--- config.mk ---
export PLATFORM = sky130hd
export DESIGN_NAME = shf_arbiter
export DESIGN_NICKNAME = d
export VERILOG_FILES = /design/src/rtl/shf_arbiter.sv
export SDC_FILE = /design/constraint.sdc
export NUM_CORES = 1
export LEC_CHECK = 0
export ABC_AREA = 1
export CAP_MARGIN = 30
export CELL_PAD_IN_SITES_DETAIL_PLACEMENT = 0
export CELL_PAD_IN_SITES_GLOBAL_PLACEMENT = 2
export CORE_MARGIN = 1.5
export CORE_UTILIZATION = 20
export DETAILED_ROUTE_END_ITERATION = 10
export GPL_TIMING_DRIVEN = 0
export PLACE_DENSITY = 0.76
export SYNTH_ARGS = -nofsm -noshare
export SYNTH_HDL_FRONTEND = slang
export SYNTH_SLANG_ARGS = --single-unit
--- constraint.sdc ---
create_clock -name clk_i -period 1.5 [get_ports clk_i]
set_input_delay 0.225 -clock clk_i [delete_from_list [all_inputs] [get_ports clk_i]]
set_output_delay 0.225 -clock clk_i [all_outputs]
set_load 0.02 [all_outputs]
--- src/rtl/shf_arbiter.sv ---
// Two-port sequencer/arbiter that time-shares one external combinational
// LC-3b shifter and chains two passes to reach shift amounts of 16..31.
module shf_arbiter #(
  parameter bit INIT_PRIO = 1'b0,
  parameter bit CHAIN_EN  = 1'b1
) (
  input  logic        clk_i,
  input  logic        rst_n_i,
  input  logic        req0_i,
  input  logic        req1_i,
  input  logic [1:0]  type0_i,
  input  logic [1:0]  type1_i,
  input  logic [4:0]  amt0_i,
  input  logic [4:0]  amt1_i,
  input  logic [15:0] a0_i,
  input  logic [15:0] a1_i,
  output logic        ack0_o,
  output logic        ack1_o,
  output logic        done0_o,
  output logic        done1_o,
  output logic [15:0] result_o,
  output logic        err_o,
  output logic        busy_o,
  output logic [5:0]  sh_ir6_o,
  output logic [15:0] sh_a_o,
  input  logic [15:0] sh_out_i
);

  typedef enum logic [1:0] {
    S_IDLE  = 2'd0,
    S_PASS1 = 2'd1,
    S_PASS2 = 2'd2,
    S_DONE  = 2'd3
  } state_t;

  localparam logic [1:0] TYPE_ILL = 2'b10;

  state_t      state_q, state_d;
  logic        prio_q, prio_d;
  logic        owner_q, owner_d;
  logic [1:0]  type_q, type_d;
  logic        chain_q, chain_d;
  logic [15:0] result_q, result_d;
  logic        err_q, err_d;
  logic        ack0_q, ack0_d;
  logic        ack1_q, ack1_d;
  logic        done0_q, done0_d;
  logic        done1_q, done1_d;
  logic        busy_q, busy_d;
  logic [5:0]  sh_ir6_q, sh_ir6_d;
  logic [15:0] sh_a_q, sh_a_d;

  logic        gnt_valid_s;
  logic        gnt_port_s;
  logic [1:0]  sel_type_s;
  logic [4:0]  sel_amt_s;
  logic [15:0] sel_a_s;

  // Amount for the first pass: saturate at 15 when a second pass will follow.
  function automatic logic [3:0] first_amt(input logic [4:0] amt);
    if (CHAIN_EN && amt[4]) begin
      return 4'hF;
    end else begin
      return amt[3:0];
    end
  endfunction

  // Arbitration between the two request levels and operand selection.
  always_comb begin
    gnt_valid_s = 1'b0;
    gnt_port_s  = 1'b0;
    if (req0_i && req1_i) begin
      gnt_valid_s = 1'b1;
      gnt_port_s  = prio_q;
    end else if (req0_i) begin
      gnt_valid_s = 1'b1;
      gnt_port_s  = 1'b0;
    end else if (req1_i) begin
      gnt_valid_s = 1'b1;
      gnt_port_s  = 1'b1;
    end else begin
      gnt_valid_s = 1'b0;
      gnt_port_s  = 1'b0;
    end
    sel_type_s = gnt_port_s ? type1_i : type0_i;
    sel_amt_s  = gnt_port_s ? amt1_i  : amt0_i;
    sel_a_s    = gnt_port_s ? a1_i    : a0_i;
  end

  // Next-state and next-output logic; shifter drive is registered with the
  // state so it is stable for the whole pass cycle.
  always_comb begin
    state_d  = state_q;
    prio_d   = prio_q;
    owner_d  = owner_q;
    type_d   = type_q;
    chain_d  = chain_q;
    result_d = result_q;
    err_d    = err_q;
    ack0_d   = 1'b0;
    ack1_d   = 1'b0;
    done0_d  = 1'b0;
    done1_d  = 1'b0;
    sh_ir6_d = 6'd0;
    sh_a_d   = 16'd0;

    case (state_q)
      S_IDLE: begin
        if (gnt_valid_s) begin
          owner_d = gnt_port_s;
          prio_d  = ~gnt_port_s;
          type_d  = sel_type_s;
          chain_d = CHAIN_EN & sel_amt_s[4];
          ack0_d  = ~gnt_port_s;
          ack1_d  = gnt_port_s;
          if (sel_type_s == TYPE_ILL) begin
            state_d  = S_DONE;
            result_d = sel_a_s;
            err_d    = 1'b1;
            done0_d  = ~gnt_port_s;
            done1_d  = gnt_port_s;
          end else begin
            state_d  = S_PASS1;
            err_d    = 1'b0;
            sh_ir6_d = {sel_type_s, first_amt(sel_amt_s)};
            sh_a_d   = sel_a_s;
          end
        end else begin
          state_d = S_IDLE;
        end
      end
      S_PASS1: begin
        if (chain_q) begin
          // sh_a_q doubles as the accumulator between the two passes.
          state_d  = S_PASS2;
          sh_ir6_d = {type_q, 4'd1};
          sh_a_d   = sh_out_i;
        end else begin
          state_d  = S_DONE;
          result_d = sh_out_i;
          done0_d  = ~owner_q;
          done1_d  = owner_q;
        end
      end
      S_PASS2: begin
        state_d  = S_DONE;
        result_d = sh_out_i;
        done0_d  = ~owner_q;
        done1_d  = owner_q;
      end
      S_DONE: begin
        state_d = S_IDLE;
      end
      default: begin
        state_d = S_IDLE;
      end
    endcase

    busy_d = (state_d != S_IDLE);
  end

  // State and output registers.
  always_ff @(posedge clk_i or negedge rst_n_i) begin
    if (!rst_n_i) begin
      state_q  <= S_IDLE;
      prio_q   <= INIT_PRIO;
      owner_q  <= 1'b0;
      type_q   <= 2'b00;
      chain_q  <= 1'b0;
      result_q <= 16'd0;
      err_q    <= 1'b0;
      ack0_q   <= 1'b0;
      ack1_q   <= 1'b0;
      done0_q  <= 1'b0;
      done1_q  <= 1'b0;
      busy_q   <= 1'b0;
      sh_ir6_q <= 6'd0;
      sh_a_q   <= 16'd0;
    end else begin
      state_q  <= state_d;
      prio_q   <= prio_d;
      owner_q  <= owner_d;
      type_q   <= type_d;
      chain_q  <= chain_d;
      result_q <= result_d;
      err_q    <= err_d;
      ack0_q   <= ack0_d;
      ack1_q   <= ack1_d;
      done0_q  <= done0_d;
      done1_q  <= done1_d;
      busy_q   <= busy_d;
      sh_ir6_q <= sh_ir6_d;
      sh_a_q   <= sh_a_d;
    end
  end

  assign ack0_o   = ack0_q;
  assign ack1_o   = ack1_q;
  assign done0_o  = done0_q;
  assign done1_o  = done1_q;
  assign result_o = result_q;
  assign err_o    = err_q;
  assign busy_o   = busy_q;
  assign sh_ir6_o = sh_ir6_q;
  assign sh_a_o   = sh_a_q;

endmodule

[After elaboration in Yosys (flattened, before gate mapping)]
Index checks and enable logic that the tools add are counted.
Storage, ports and cells
  input bits: 66
  word-level logic and storage cells: 67
  output and inout bits: 44
  register bits: 51
Operators by class
  mux-type cells: 38
  equality and inequality tests: 7
  bitwise logic cells: 2
  reductions and logical operators: 6
Operators by type and width (number)
  16-bit two-way mux: 7
  16-bit case mux with 3 select lines: 1
  16-bit case mux with 2 select lines: 1
  6-bit two-way mux: 3
  1-bit two-way mux: 17
  6-bit case mux with 2 select lines: 1
  2-bit case mux with 4 select lines: 1
  2-bit == test (second input constant): 3
  2-bit two-way mux: 3
  2-bit != test (second input constant): 3
  1-bit case mux with 3 select lines: 2
  5-bit two-way mux: 1
  4-bit two-way mux: 1
  4-bit AND reduction: 1
  3-bit nonzero test: 1
  2-bit by 1-bit == test with 1-bit output (second input constant): 1
  2-bit logical NOT: 1
  1-bit NOT: 2
  2-bit AND reduction: 1
  2-bit nonzero test: 1
  1-bit logical AND: 1

[Depth between registers and ports, before layout]
  depth in word-level cells: 9
  gate-level depth with buffers: 11
  gate-level depth less buffers: 10

[Worst setup path after synthesis]
Ideal clock, no wire load.
  path kind: flip-flop to flip-flop
  from: reg state_q[0]
  to: reg result_q[10], in the netlist result_o[10]
  data arrival time: 1.499 ns
  setup slack: -0.064 ns
  data required time: 1.435 ns
  setup time: 0.065 ns
  buffers on the path: 2
  period minus slack after synthesis: 1.564 ns
  cell stages (with the launch flop): 10
  cell sequence: dfrtp_1 > inv_1 > ha_1 > buf_2 > inv_1 > clkbuf_1 > nand2_1 > nand2_1 > nand3_1 > nand2_1
On the way
  cells in the longest elaborated chain, start to end: 3
  elaborated cells on any way between the ends: 9
  those cells by class: eq/ne (5); mux (1); reduce/logical (3)
Ends and longest elaborated chain
  from (decl): RTL line 38  | state_t state_q, state_d;
  from (signal assigned): RTL line 180  | state_q <= state_d;
  2-bit by 1-bit == test with 1-bit output (tied with other cells): RTL line 107  | case (state_q)
  2-bit != test (no line) or 3-bit nonzero test (tied branches)
  4-bit AND reduction (no line)
  to (signal assigned): RTL line 185  | result_q <= result_d;
  to (decl): RTL line 43  | logic [15:0] result_q, result_d;
Parallel ways exist; a longest one is shown, timed or not.
A chain may end at the register's enable or synchronous reset.

[Worst setup path after layout]
  from: reg state_q[0]
  to: reg sh_ir6_q[5], in the netlist sh_ir6_o[5]
On the way
  cells in the longest elaborated chain, start to end: 2
  elaborated cells on any way between the ends: 3
  those cells by class: eq/ne (1); mux (1); reduce/logical (1)
Ends and longest elaborated chain
  2-bit by 1-bit == test with 1-bit output or 2-bit logical NOT (tied branches): RTL line 107
  6-bit case mux with 2 select lines *: RTL line 107
  named net sh_ir6_d[5]: RTL line 50  | logic [5:0] sh_ir6_q, sh_ir6_d;
  to (signal assigned): RTL line 192  | sh_ir6_q <= sh_ir6_d;
  to (decl): RTL line 50
The timed path passes the listed nets; every way through them passes the cells marked *.

==> metrics.txt <==
Fin Hold WS=-8.76 ps; crit start category=register; Avg WL per Cell=14.3 microns; Final WS setup=-15.2 ps; Max Slew Vio Count=0; yosys warns=0; Routed met2 length=4.51 mm; DRC=0; CTS root buf=clkbuf_16; Routed Antenna Nets=0; pwr/cell area=2150 nW/um^2; sequential fraction of the synthesis area=0.500; drt total wl=9.43 mm; Synth cell types=21; vias in the first global route=2706; Critical path origin=state_q[0]; DP HPWL=6.57 mm; Final setup viols=7; Die ar.=13500 sq um; largest family of logic cells by synthesized area=simple AND/OR/NAND/NOR gates; row cnt=41; Placed Cells=624; die outline width=116 microns; Worst Path Class, Setup=register to register; Final #Nets=557; top routing layer used=met4; Avg Cell Area, Syn=7.47 sq um; port buffer count=109; post-synthesis xor/xnor area fraction=0; Critical R2R Launch=state_q[0]; Clk Latency, worst-skew pair=300 ps; Net Count, Synth=412; cells after synthesis=342; post-synthesis register bit count=51; CP endpoint kind=register; mapped cell area=2550 sq um; DRT iter0 DRCs=104; Final Hold Viols=9; Critical Path RT=1720 ps; unrepaired setup endpoints after global routing=yes; H-tree depth=2; worst hold path type=input port to async pin; Max Root-Sink Buffers=2; CTS Buf Count=5; via count=2687; met1 WL=4.17 mm; post-synthesis adder-cell area fraction=0.0196; All-Layer GR Usage=0.139; Max Cap Viol=0; CTS tree=yes; Max Fclk=660 MHz; worst vdd ir=0.000679 V; Pleak=2.58 nW; minimum clock period=1520 ps; clock-pin slew on the worst setup and hold paths=70 ps; ANT cells=0; vias per cell=4.08; Top Ports=110; Starting Density=0.204; Die Y=116 microns; Rel. slew slack=0.497; first-pass GRT wire length=13.9 mm; mux cell area share after synthesis=0; most common cell after layout, fill and taps aside=nand2_1; Met3 Wirelength=594 microns; CTS Sinks=51; Fin Clk Skew=8.89 ps; Final period util=1.01; worst-margin pin slew=754 ps; outcome=complete, but fails checks; Post-Synth Simple-Gate Area=0.395; Final GP Congestion=0.775; Area growth, synth to finish=86.6%; CP Data Arrival Time=1730 ps; fin cells=659; most frequent cells in the layout=nand2_1 (160), clkdlybuf4s50_1 (80), dfrtp_1 (51), nand3_1 (23), nand2_2 (21); maximum fanout along the worst path=5; post-synthesis compound-gate area fraction=0.0304; failing checks=hold timing, setup timing; Pre-antenna DRT Iters=4; initial antenna violation count=0; layout cells sized above 1=0.244; Core Region=12500 sq um; Place WS=-422 ps; GRT overflow=0; largest net degree at the start of global routing=30
==> cells by family after synthesis <==
family	after synthesis
buffers and inverters	30
and+or+nand+nor	243
DFF	51
adders and majority gates	4
AOI/OAI and AO/OA	14
==> registers in the layout, indices dropped and copies added (netlist names), 2 cells and up <==
register,cells
sh_a_o,16
sh_ir6_o,6
type_q,2
result_o,16
state_q,2
==> repair_timing <==
item	CTS	global route
pin swaps	6	36
buffers inserted	23	6
cloned	1	2
gates resized for setup	49	91
endpoints found under the setup margin	54	68
hold buffers	0	0
==> worst paths after layout <==
| path | to | slack, ps | cells after the start |
|---|---|---|---|
| max in group asynchronous | chain_q | 930 | 2 |
| worst max register to register | sh_ir6_o[5] | -20 | 8 |
| min in group clk_i | result_o[15] | 470 | 2 |
| worst min-delay path | ack0_o | -9 | 1 |
| worst min register to register | result_o[15] | 470 | 2 |
| worst max-delay path | sh_ir6_o[5] | -20 | 8 |
==> cells in the mapped netlist <==
| cell type | number | share of area |
|---|---|---|
| nand2_2 | 4 | 0.0098 |
| dfrtp_1 | 51 | 0.50 |
| nor2_1 | 8 | 0.012 |
| nand3_1 | 38 | 0.074 |
| o22ai_1 | 1 | 0.0025 |
| a21oi_2 | 1 | 0.0034 |
| nand2_1 | 185 | 0.27 |
| inv_1 | 13 | 0.019 |
| buf_6 | 2 | 0.0088 |
| inv_2 | 3 | 0.0044 |
| clkbuf_1 | 3 | 0.0044 |
| o21ai_0 | 7 | 0.014 |
| or2_2 | 3 | 0.0074 |
| ha_1 | 4 | 0.020 |
| nor2_2 | 1 | 0.0025 |
| buf_4 | 1 | 0.0029 |
| buf_2 | 8 | 0.016 |
| nand2_4 | 3 | 0.013 |
| nand3_2 | 1 | 0.0039 |
| o21bai_1 | 1 | 0.0029 |
| a21oi_1 | 4 | 0.0078 |
==> metal layers <==
layer,global-route usage,up-vias
met4,0.0455,0
met3,0.0392,10
li1,-,1351
met5,0,-
met2,0.233,82
met1,0.172,1244
==> where the power goes <==
part / internal [mW] / switching, mW
Sequential: 1.96 / 0.243
Clock: 0.780 / 0.517
Combinational: 3.13 / 3.59
==> layout make-up <==
class	count	area [sq um]
fillers	1300	7750
inverters	16	70.1
well taps	172	215
clock inverters	1	30.0
flip-flops and latches	51	1280
plain buffers	10	115
clock buffers	6	129
multi-input cells	261	1430
repair buffers	142	1500
==> critical path: stages (launching register included) <==
cell and delay (ps):
dfrtp_1 420, inv_2 100, ha_4 170, clkinvlp_4 130
nor2_4 180, buf_6 160, buf_6 120, nand2_2 70
o22ai_2 80
==> metrics by stage <==
step	utilization	total power [mW]	hold WS (ps)	TNS, ps	area (sq um)
2_1_floorplan	-	4.95	-70.6	0	2560
3_3_place_gp	0.309	6.88	454	-89340	3870
3_5_place_dp	0.311	6.94	339	-15850	3890
4_1_cts	0.352	9.39	12.9	-141	4400
5_1_grt	0.381	10.9	44.0	-1820	4760
6_report	0.381	10.2	-8.76	-41.8	4760
Note: power is estimated with default switching activity, not from simulation.
